[src/rtl/vote_collector.sv]
// vote_collector: sequential front end for the 4-input voter.
// Opens a ballot on i_start, gathers one yes/no vote per voter (ids 0..3)
// over a valid/ready handshake, closes the ballot when all four voters have
// voted or after TIMEOUT idle cycles, and then holds ballot and result
// until i_ack.
//
// Ports
//   i_clk          rising-edge clock
//   i_rst          synchronous active-high reset
//   i_start        opens a new ballot (honoured only when idle)
//   i_vote_valid   vote present on i_vote_id / i_vote_val
//   i_vote_id      voter index, maps to ballot bit I[id]
//   i_vote_val     1 = yes, 0 = no
//   o_vote_ready   a vote is accepted this cycle
//   o_ballot       assembled ballot I[3:0]
//   o_result       O[3:1] = {pass, tie, fail}
//   o_ballot_valid ballot and result are final
//   i_ack          consumer took the ballot
//   o_busy         collector not idle
//   o_dup_err      one-cycle pulse after a repeat vote from the same voter
//   o_timed_out    ballot was closed by timeout (sticky until next start)
module vote_collector #(
  parameter int TIMEOUT = 16,
  parameter int TW      = 8
) (
  input  logic       i_clk,
  input  logic       i_rst,
  input  logic       i_start,
  input  logic       i_vote_valid,
  input  logic [1:0] i_vote_id,
  input  logic       i_vote_val,
  output logic       o_vote_ready,
  output logic [3:0] o_ballot,
  output logic [2:0] o_result,
  output logic       o_ballot_valid,
  input  logic       i_ack,
  output logic       o_busy,
  output logic       o_dup_err,
  output logic       o_timed_out
);

  typedef enum logic [1:0] {IDLE, COLLECT, DONE} state_t;

  state_t          r_state;
  logic [3:0]      r_ballot;
  logic [3:0]      r_mask;
  logic [TW-1:0]   r_timer;
  logic [2:0]      r_result;
  logic            r_dup;
  logic            r_timed_out;

  logic            w_full;
  logic            w_seen;
  logic            w_expire;

  assign w_full   = &r_mask;
  assign w_seen   = r_mask[i_vote_id];
  // Timer holds the number of idle cycles already elapsed; this idle cycle
  // would be the TIMEOUT-th one.
  assign w_expire = (r_timer == TW'(TIMEOUT - 1));

  function automatic logic [2:0] map_result(input logic [3:0] b);
    logic [2:0] yes;
    yes = {2'b00, b[0]} + {2'b00, b[1]} + {2'b00, b[2]} + {2'b00, b[3]};
    if (yes >= 3'd3)      map_result = 3'b100;
    else if (yes == 3'd2) map_result = 3'b010;
    else                  map_result = 3'b001;
  endfunction

  always_ff @(posedge i_clk) begin
    if (i_rst) begin
      r_state     <= IDLE;
      r_ballot    <= '0;
      r_mask      <= '0;
      r_timer     <= '0;
      r_result    <= '0;
      r_dup       <= 1'b0;
      r_timed_out <= 1'b0;
    end else begin
      r_dup <= 1'b0;
      case (r_state)
        IDLE: begin
          if (i_start) begin
            r_state     <= COLLECT;
            r_ballot    <= '0;
            r_mask      <= '0;
            r_timer     <= '0;
            r_timed_out <= 1'b0;
          end
        end
        COLLECT: begin
          // A complete mask closes the ballot one cycle after the last vote.
          // Any vote offered in that closing cycle is necessarily a repeat;
          // it is dropped silently so dup_err never fires in DONE.
          if (w_full) begin
            r_state  <= DONE;
            r_result <= map_result(r_ballot);
          end else if (i_vote_valid) begin
            // A vote beats an expiring timer.
            r_timer <= '0;
            if (w_seen) begin
              r_dup <= 1'b1;
            end else begin
              r_ballot[i_vote_id] <= i_vote_val;
              r_mask[i_vote_id]   <= 1'b1;
            end
          end else if (w_expire) begin
            // Missing voters stay 0 in the ballot, i.e. count as no.
            r_state     <= DONE;
            r_timed_out <= 1'b1;
            r_result    <= map_result(r_ballot);
          end else begin
            r_timer <= r_timer + TW'(1);
          end
        end
        DONE: begin
          if (i_ack) r_state <= IDLE;
        end
        default: r_state <= IDLE;
      endcase
    end
  end

  assign o_vote_ready   = (r_state == COLLECT);
  assign o_ballot_valid = (r_state == DONE);
  assign o_busy         = (r_state != IDLE);
  assign o_ballot       = r_ballot;
  assign o_result       = r_result;
  assign o_dup_err      = r_dup;
  assign o_timed_out    = r_timed_out;

endmodule

[config.mk]
export PLATFORM = sky130hd
export DESIGN_NAME = vote_collector
export DESIGN_NICKNAME = d
export VERILOG_FILES = /design/src/rtl/vote_collector.sv
export SDC_FILE = /design/constraint.sdc
export NUM_CORES = 1
export LEC_CHECK = 0
export CAP_MARGIN = 20
export CELL_PAD_IN_SITES_DETAIL_PLACEMENT = 0
export CELL_PAD_IN_SITES_GLOBAL_PLACEMENT = 1
export CORE_MARGIN = 4
export CORE_UTILIZATION = 43
export DETAILED_ROUTE_END_ITERATION = 16
export GPL_TIMING_DRIVEN = 1
export PLACE_DENSITY = 0.81
export SETUP_SLACK_MARGIN = 0.05
export SLEW_MARGIN = 20
export SYNTH_ARGS = -nofsm -noshare
export SYNTH_HDL_FRONTEND = slang
export SYNTH_SLANG_ARGS = --single-unit
export TNS_END_PERCENT = 10
[constraint.sdc]
create_clock -name i_clk -period 3.8 [get_ports i_clk]
set_clock_uncertainty 0.05 [all_clocks]
set_input_delay 0.76 -clock i_clk [delete_from_list [all_inputs] [get_ports i_clk]]
set_output_delay 0.76 -clock i_clk [all_outputs]
set_load 0.02 [all_outputs]
==> results of run 1 <==
[synth_stat cells, types with 2 or more instances]
master	count	area, um2
nor3b_1	2	15.0
o21ai_0	8	40.0
nand2_1	10	37.5
nand4_1	2	12.5
a31oi_1	3	18.8
nor3_1	5	25.0
a21boi_0	2	15.0
dfxtp_1	23	460
ha_1	4	50.1
buf_4	2	15.0
or4_2	3	26.3
or2_2	2	12.5
o211ai_1	3	22.5
nor2_1	5	18.8
a21oi_1	6	30.0
inv_1	5	18.8
mux2i_1	3	30.0
o31ai_1	5	37.5
nand2b_1	4	25.0
or3_1	2	12.5
nor2b_1	2	12.5
o311ai_0	2	17.5
and2b_1	2	15.0
a311oi_1	2	17.5
o21a_1	4	30.0
nand3_1	6	30.0
[metal layers]
layer / up-vias / global-route usage, % / part of all wire [%]
met1: 512 / 21.6 / 48
li1: 546 / - / -
met3: 2 / 5.58 / 4.9
met2: 34 / 25.7 / 46
met4: 0 / 3.64 / 0.72
met5: - / 0 / 0
[cell families (layout without fill, tap and decap cells)]
| kind of cell | count (synthesis) | count (layout) | synth area share [%] |
|---|---|---|---|
| buffers and inverters | 10 | 29 | 4.48 |
| AOI/OAI and AO/OA | 39 | 39 | 22.0 |
| adders and majority gates | 5 | 5 | 5.58 |
| and+or+nand+nor | 53 | 53 | 25.9 |
| DFF | 23 | 23 | 36.7 |
| muxes | 5 | 5 | 5.38 |
[per-stage QoR]
step / cell area, um2 / setup WS, ns
CTS: 1490 / 1.18
floorplan: 1260 / 1.75
global route: 1490 / 1.08
global placement: 1460 / 1.11
detailed placement: 1460 / 1.06
finish: 1490 / 1.19
[critical path, stage by stage (launching register included)]
cell,delay (ns)
dfxtp_1,0.48
and2b_2,0.34
clkdlybuf4s50_1,0.65
[layout make-up]
class	count	area, um2	share of cell area (%)
well taps	31	38.8	2.61
clock buffers	3	22.5	1.52
clock inverters	1	7.51	0.505
repair buffers	20	198	13.3
multi-input cells	102	739	49.8
flip-flops and latches	23	460	31.0
inverters	5	18.8	1.26
[state kept, by name, indices dropped and copies added (netlist names)]
signal       flops
o_result         3
o_ballot         4
o_timed_out      1
o_dup_err        1
r_timer          8
r_mask           4
r_state          2
[how the worst max path moves through the flow]
| stage | start | to | cells past startpoint |
|---|---|---|---|
| after floorplan | i_vote_valid | r_timer[6]$_SDFFE_PP0P_ | 5 |
| after global routing | r_state[0]$_SDFFE_PP0P_ | o_vote_ready | 2 |
| after CTS | r_state[0]$_SDFFE_PP0P_ | o_vote_ready | 2 |
| final | r_state[0]$_SDFFE_PP0P_ | o_vote_ready | 2 |
| after detailed placement | i_vote_valid | r_timer[5]$_SDFFE_PP0P_ | 6 |
| after global placement | i_vote_valid | r_timer[5]$_SDFFE_PP0P_ | 6 |
[power breakdown]
| group | switching, mW | internal (mW) | leakage [nW] |
|---|---|---|---|
| Clock | 0.0819 | 0.0402 | 0.0139 |
| Combinational | 0.0315 | 0.0242 | 0.311 |
| Sequential | 0.00366 | 0.244 | 0.186 |
[cell usage in the layout (no fill, tap or decap), types with 4 or more instances in the layout]
cell type        instances
a21oi_1                  6
clkdlybuf4s50_1         19
dfxtp_1                 23
ha_1                     4
inv_1                    5
nand2_1                 10
nand2b_1                 4
nand3_1                  6
nor2_1                   5
nor3_1                   5
o21a_1                   4
o21ai_0                  8
o31ai_1                  5
==> flow_summary_export.csv, run 1 <==
group,metric,value,unit
layout,syn2layout_area_growth,18.2,%
routing,drtAntennaViolNets,0,
placed_design,hpwlAfterDp,2010,um
grt,antenna_found_initial,0,
clocking,cts_buffers,3,
floorplan,die_width,62.1,um
sta,hold_viol,0,
critical_path,r2r_setup_slack,1.72,ns
clocking,htreeDepth,1,
power_and_ir_drop,p_per_area,286,nW/um2
sta,fin_tns_setup,0,ns
clocking,cts_tree,"done",
placed_design,place_congestion,0.825,
logic_synthesis,syn_inst,135,
placed_design,dp.cells,181,
layout,drive_above_1_share,12.3,%
power_and_ir_drop,leakage,0.510,nW
layout,num-nets-final,168,
sta,maxSlewHeadroom,46.1,%
grt,overflow,0,
worst_hold_path,worstHoldStart,"o_result[1]$_SDFFE_PP0P_",
layout,post-route-util,53.4,%
floorplan,core_area,2780,um2
routing,routed_wl,2790,um
critical_path,r2r_cells,4,
floorplan,row_count,19,
critical_path,r2r_start,"r_mask[2]$_SDFFE_PP0P_",
sta,rsz0062_at_grt,"false",
worst_hold_path,hp-class,"register to register",
clocking,postCtsHoldBufs,0,
layout,antenna_cells,0,
clocking,cts_sinks,23,
clocking,clk_pin_slew,0.14,ns
clocking,ctsRootBufferMaster,"clkbuf_4",
critical_path,cp.arrival,1.80,ns
routing,routedWlPerCell,15.1,um
clocking,clk_latency,0.32,ns
sta,drv_slew,0,
logic_synthesis,async_flop_share,0,%
status,status,"complete, no violations",
sta,fmax,0.383,GHz
grt,grt_max_degree,15,
sta,holdWs,0.421,ns
sta,tightest_slew,0.803,ns
power_and_ir_drop,power,0.425,mW
routing,dr.pass1.iters,4,
worst_hold_path,whs_endpoint,"o_result[1]$_SDFFE_PP0P_",
grt,grt_pass1_wl,4750,um
clocking,cts_setup_buffers,0,
routing,vias,1094,
floorplan,start_util,45.2,%
floorplan,ioPinCount,20,
critical_path,cp-start-kind,"register",
grt,grt_pass1_vias,1044,
logic_synthesis,synth_edf_count,0,
sta,finalSetupViolations,0,
logic_synthesis,syn-cell-area,1260,um2
sta,fin_crit_sh,68.7,%
clocking,ctsResizeCount,0,
placed_design,portBuffers,19,
routing,avgViaCountPerCell,5.91,
layout,finalNonFillerCells,185,
logic_synthesis,synth_ff_type,"dfxtp_1",
worst_hold_path,holdPathStages,2,
sta,post-route-min-period,2.61,ns
routing,drtIter0Drc,50,
critical_path,end_kind,"output port",
logic_synthesis,synth_sequential_area_ratio,36.7,%
logic_synthesis,synth.distinct_cells,44,
logic_synthesis,ys_seq_elements,23,
critical_path,criticalPathCategory,"register to output port",
layout,n_fill_cell,272,
critical_path,timing.rr.end,"r_timer[2]$_SDFFE_PP0P_",
logic_synthesis,synth_nets,148,
floorplan,die-area,3850,um2
floorplan,die_h,62.1,um
routing,drc,0,
critical_path,cp.required,2.99,ns
clocking,clock_path_buffers,2,
critical_path,crit_fanout,13,
logic_synthesis,syn_area_per_cell,9.31,um2
grt,track_usage,16.3,%
job,cap_viol_max_count,0,
power_and_ir_drop,ir_worst_vdd,0.285,mV
logic_synthesis,yosysWarnings,0,
No activity file was read; power rests on OpenSTA's default activity.
==> run 2: changes to the inputs <==
- CORE_UTILIZATION: 43 -> 40
- PLACE_DENSITY: 0.81 -> 0.76
- clock period: 3.8 -> 2.5 ns (I/O delays scaled with it)
==> flow_summary_export.csv, run 2 (synthesis gave the netlist of run 1 again) <==
group,metric,value,unit
status,status,"complete, no violations",
floorplan,core_area,3030,um2
clocking,cts_buffers,3,
grt,grt_pass1_vias,1053,
placed_design,portBuffers,19,
critical_path,cp.required,1.95,ns
critical_path,cp-start-kind,"register",
routing,drtIter0Drc,80,
floorplan,row_count,20,
layout,antenna_cells,0,
layout,layout_commonest_cell,"dfxtp_1",
sta,post-route-min-period,2.33,ns
clocking,ctsResizeCount,0,
routing,drtAntennaViolNets,0,
sta,finalSetupViolations,0,
clocking,clock_path_buffers,2,
critical_path,criticalPathCategory,"register to output port",
grt,grt_pass1_wl,4800,um
clocking,postCtsHoldBufs,0,
clocking,clk_pin_slew,0.13,ns
power_and_ir_drop,p_per_area,415,nW/um2
placed_design,hpwlAfterDp,2170,um
routing,avgViaCountPerCell,5.40,
sta,rsz0062_at_grt,"false",
critical_path,crit_fanout,13,
sta,maxSlewHeadroom,56.7,%
routing,routed_wl,2760,um
critical_path,end_kind,"output port",
sta,fin_crit_sh,93.3,%
clocking,htreeDepth,1,
routing,vias,1107,
clocking,cts_tree,"done",
sta,fmax,0.429,GHz
sta,tightest_slew,0.649,ns
grt,grt_max_degree,15,
sta,fin_tns_setup,0,ns
sta,drv_slew,0,
layout,largest_reg_flops,8,
worst_hold_path,hp-class,"register to register",
power_and_ir_drop,leakage,0.544,nW
critical_path,cp.arrival,1.78,ns
floorplan,start_util,41.5,%
layout,largest-register,"r_timer",
clocking,clk_latency,0.31,ns
floorplan,die_h,64.0,um
layout,num-nets-final,175,
grt,antenna_found_initial,0,
power_and_ir_drop,ir_worst_vdd,0.346,mV
routing,routedWlPerCell,13.4,um
job,cap_viol_max_count,0,
clocking,cts_sinks,23,
layout,drive_above_1_share,16.1,%
grt,track_usage,14.4,%
clocking,ctsRootBufferMaster,"clkbuf_4",
clocking,cts_setup_buffers,0,
sta,hold_viol,0,
placed_design,place_congestion,0.774,
layout,final_cell_mix,"dfxtp_1, clkdlybuf4s50_1, nand2_1, o21ai_0, buf_4",
layout,syn2layout_area_growth,23.7,%
grt,overflow,0,
routing,drc,0,
floorplan,die-area,4100,um2
floorplan,die_width,64.0,um
routing,dr.pass1.iters,4,
floorplan,ioPinCount,20,
sta,holdWs,0.422,ns
==> run 2: critical path, cell delays in order (launching register included) <==
cell and delay (ns):
dfxtp_1 0.48, and2b_2 0.34, clkdlybuf4s50_1 0.66
==> run 2: path summary, 6_finish.rpt <==
path	startpoint	endpoint	slack [ns]	cells after the start
worst max-delay path	r_state[0]$_SDFFE_PP0P_	o_vote_ready	0.17	2
worst min-delay path	o_result[1]$_SDFFE_PP0P_	o_result[1]$_SDFFE_PP0P_	0.42	2
worst max register to register	r_state[0]$_SDFFE_PP0P_	r_timer[5]$_SDFFE_PP0P_	0.49	4
worst min register to register	o_result[1]$_SDFFE_PP0P_	o_result[1]$_SDFFE_PP0P_	0.42	2
==> run 2: layout make-up <==
cell class / instances / area [um2]
fill: 303 / 1470
multi-input combinational: 102 / 739
sequential: 23 / 460
timing repair buffer: 27 / 250
tap: 44 / 55.1
clock buffer: 3 / 22.5
inverter: 5 / 18.8
clock inverter: 1 / 7.51
==> run 2: stage by stage <==
step	power (mW)	worst slack (ns)	util, %	cells	cell area [um2]
after floorplan	0.439	0.522	-	135	1260
after global placement	0.476	0.137	50.3	201	1520
after detailed placement	0.477	0.0925	50.3	201	1520
after CTS	0.657	0.146	51.3	205	1550
after global routing	0.681	0.0759	51.3	205	1550
final	0.644	0.168	51.3	205	1550
==> run 2: routing by layer <==
metal  GRT usage, %  wire [um]
met5              0          0
met2           22.8       1280
met3           4.75        143
met4           2.43         20
met1           19.1       1310
==> run 2: power breakdown <==
| part | leakage (nW) | internal [mW] | switching [mW] |
|---|---|---|---|
| Sequential | 0.186 | 0.371 | 0.00520 |
| Combinational | 0.344 | 0.0443 | 0.0492 |
| Clock | 0.0139 | 0.0610 | 0.114 |
| Total | 0.544 | 0.476 | 0.168 |
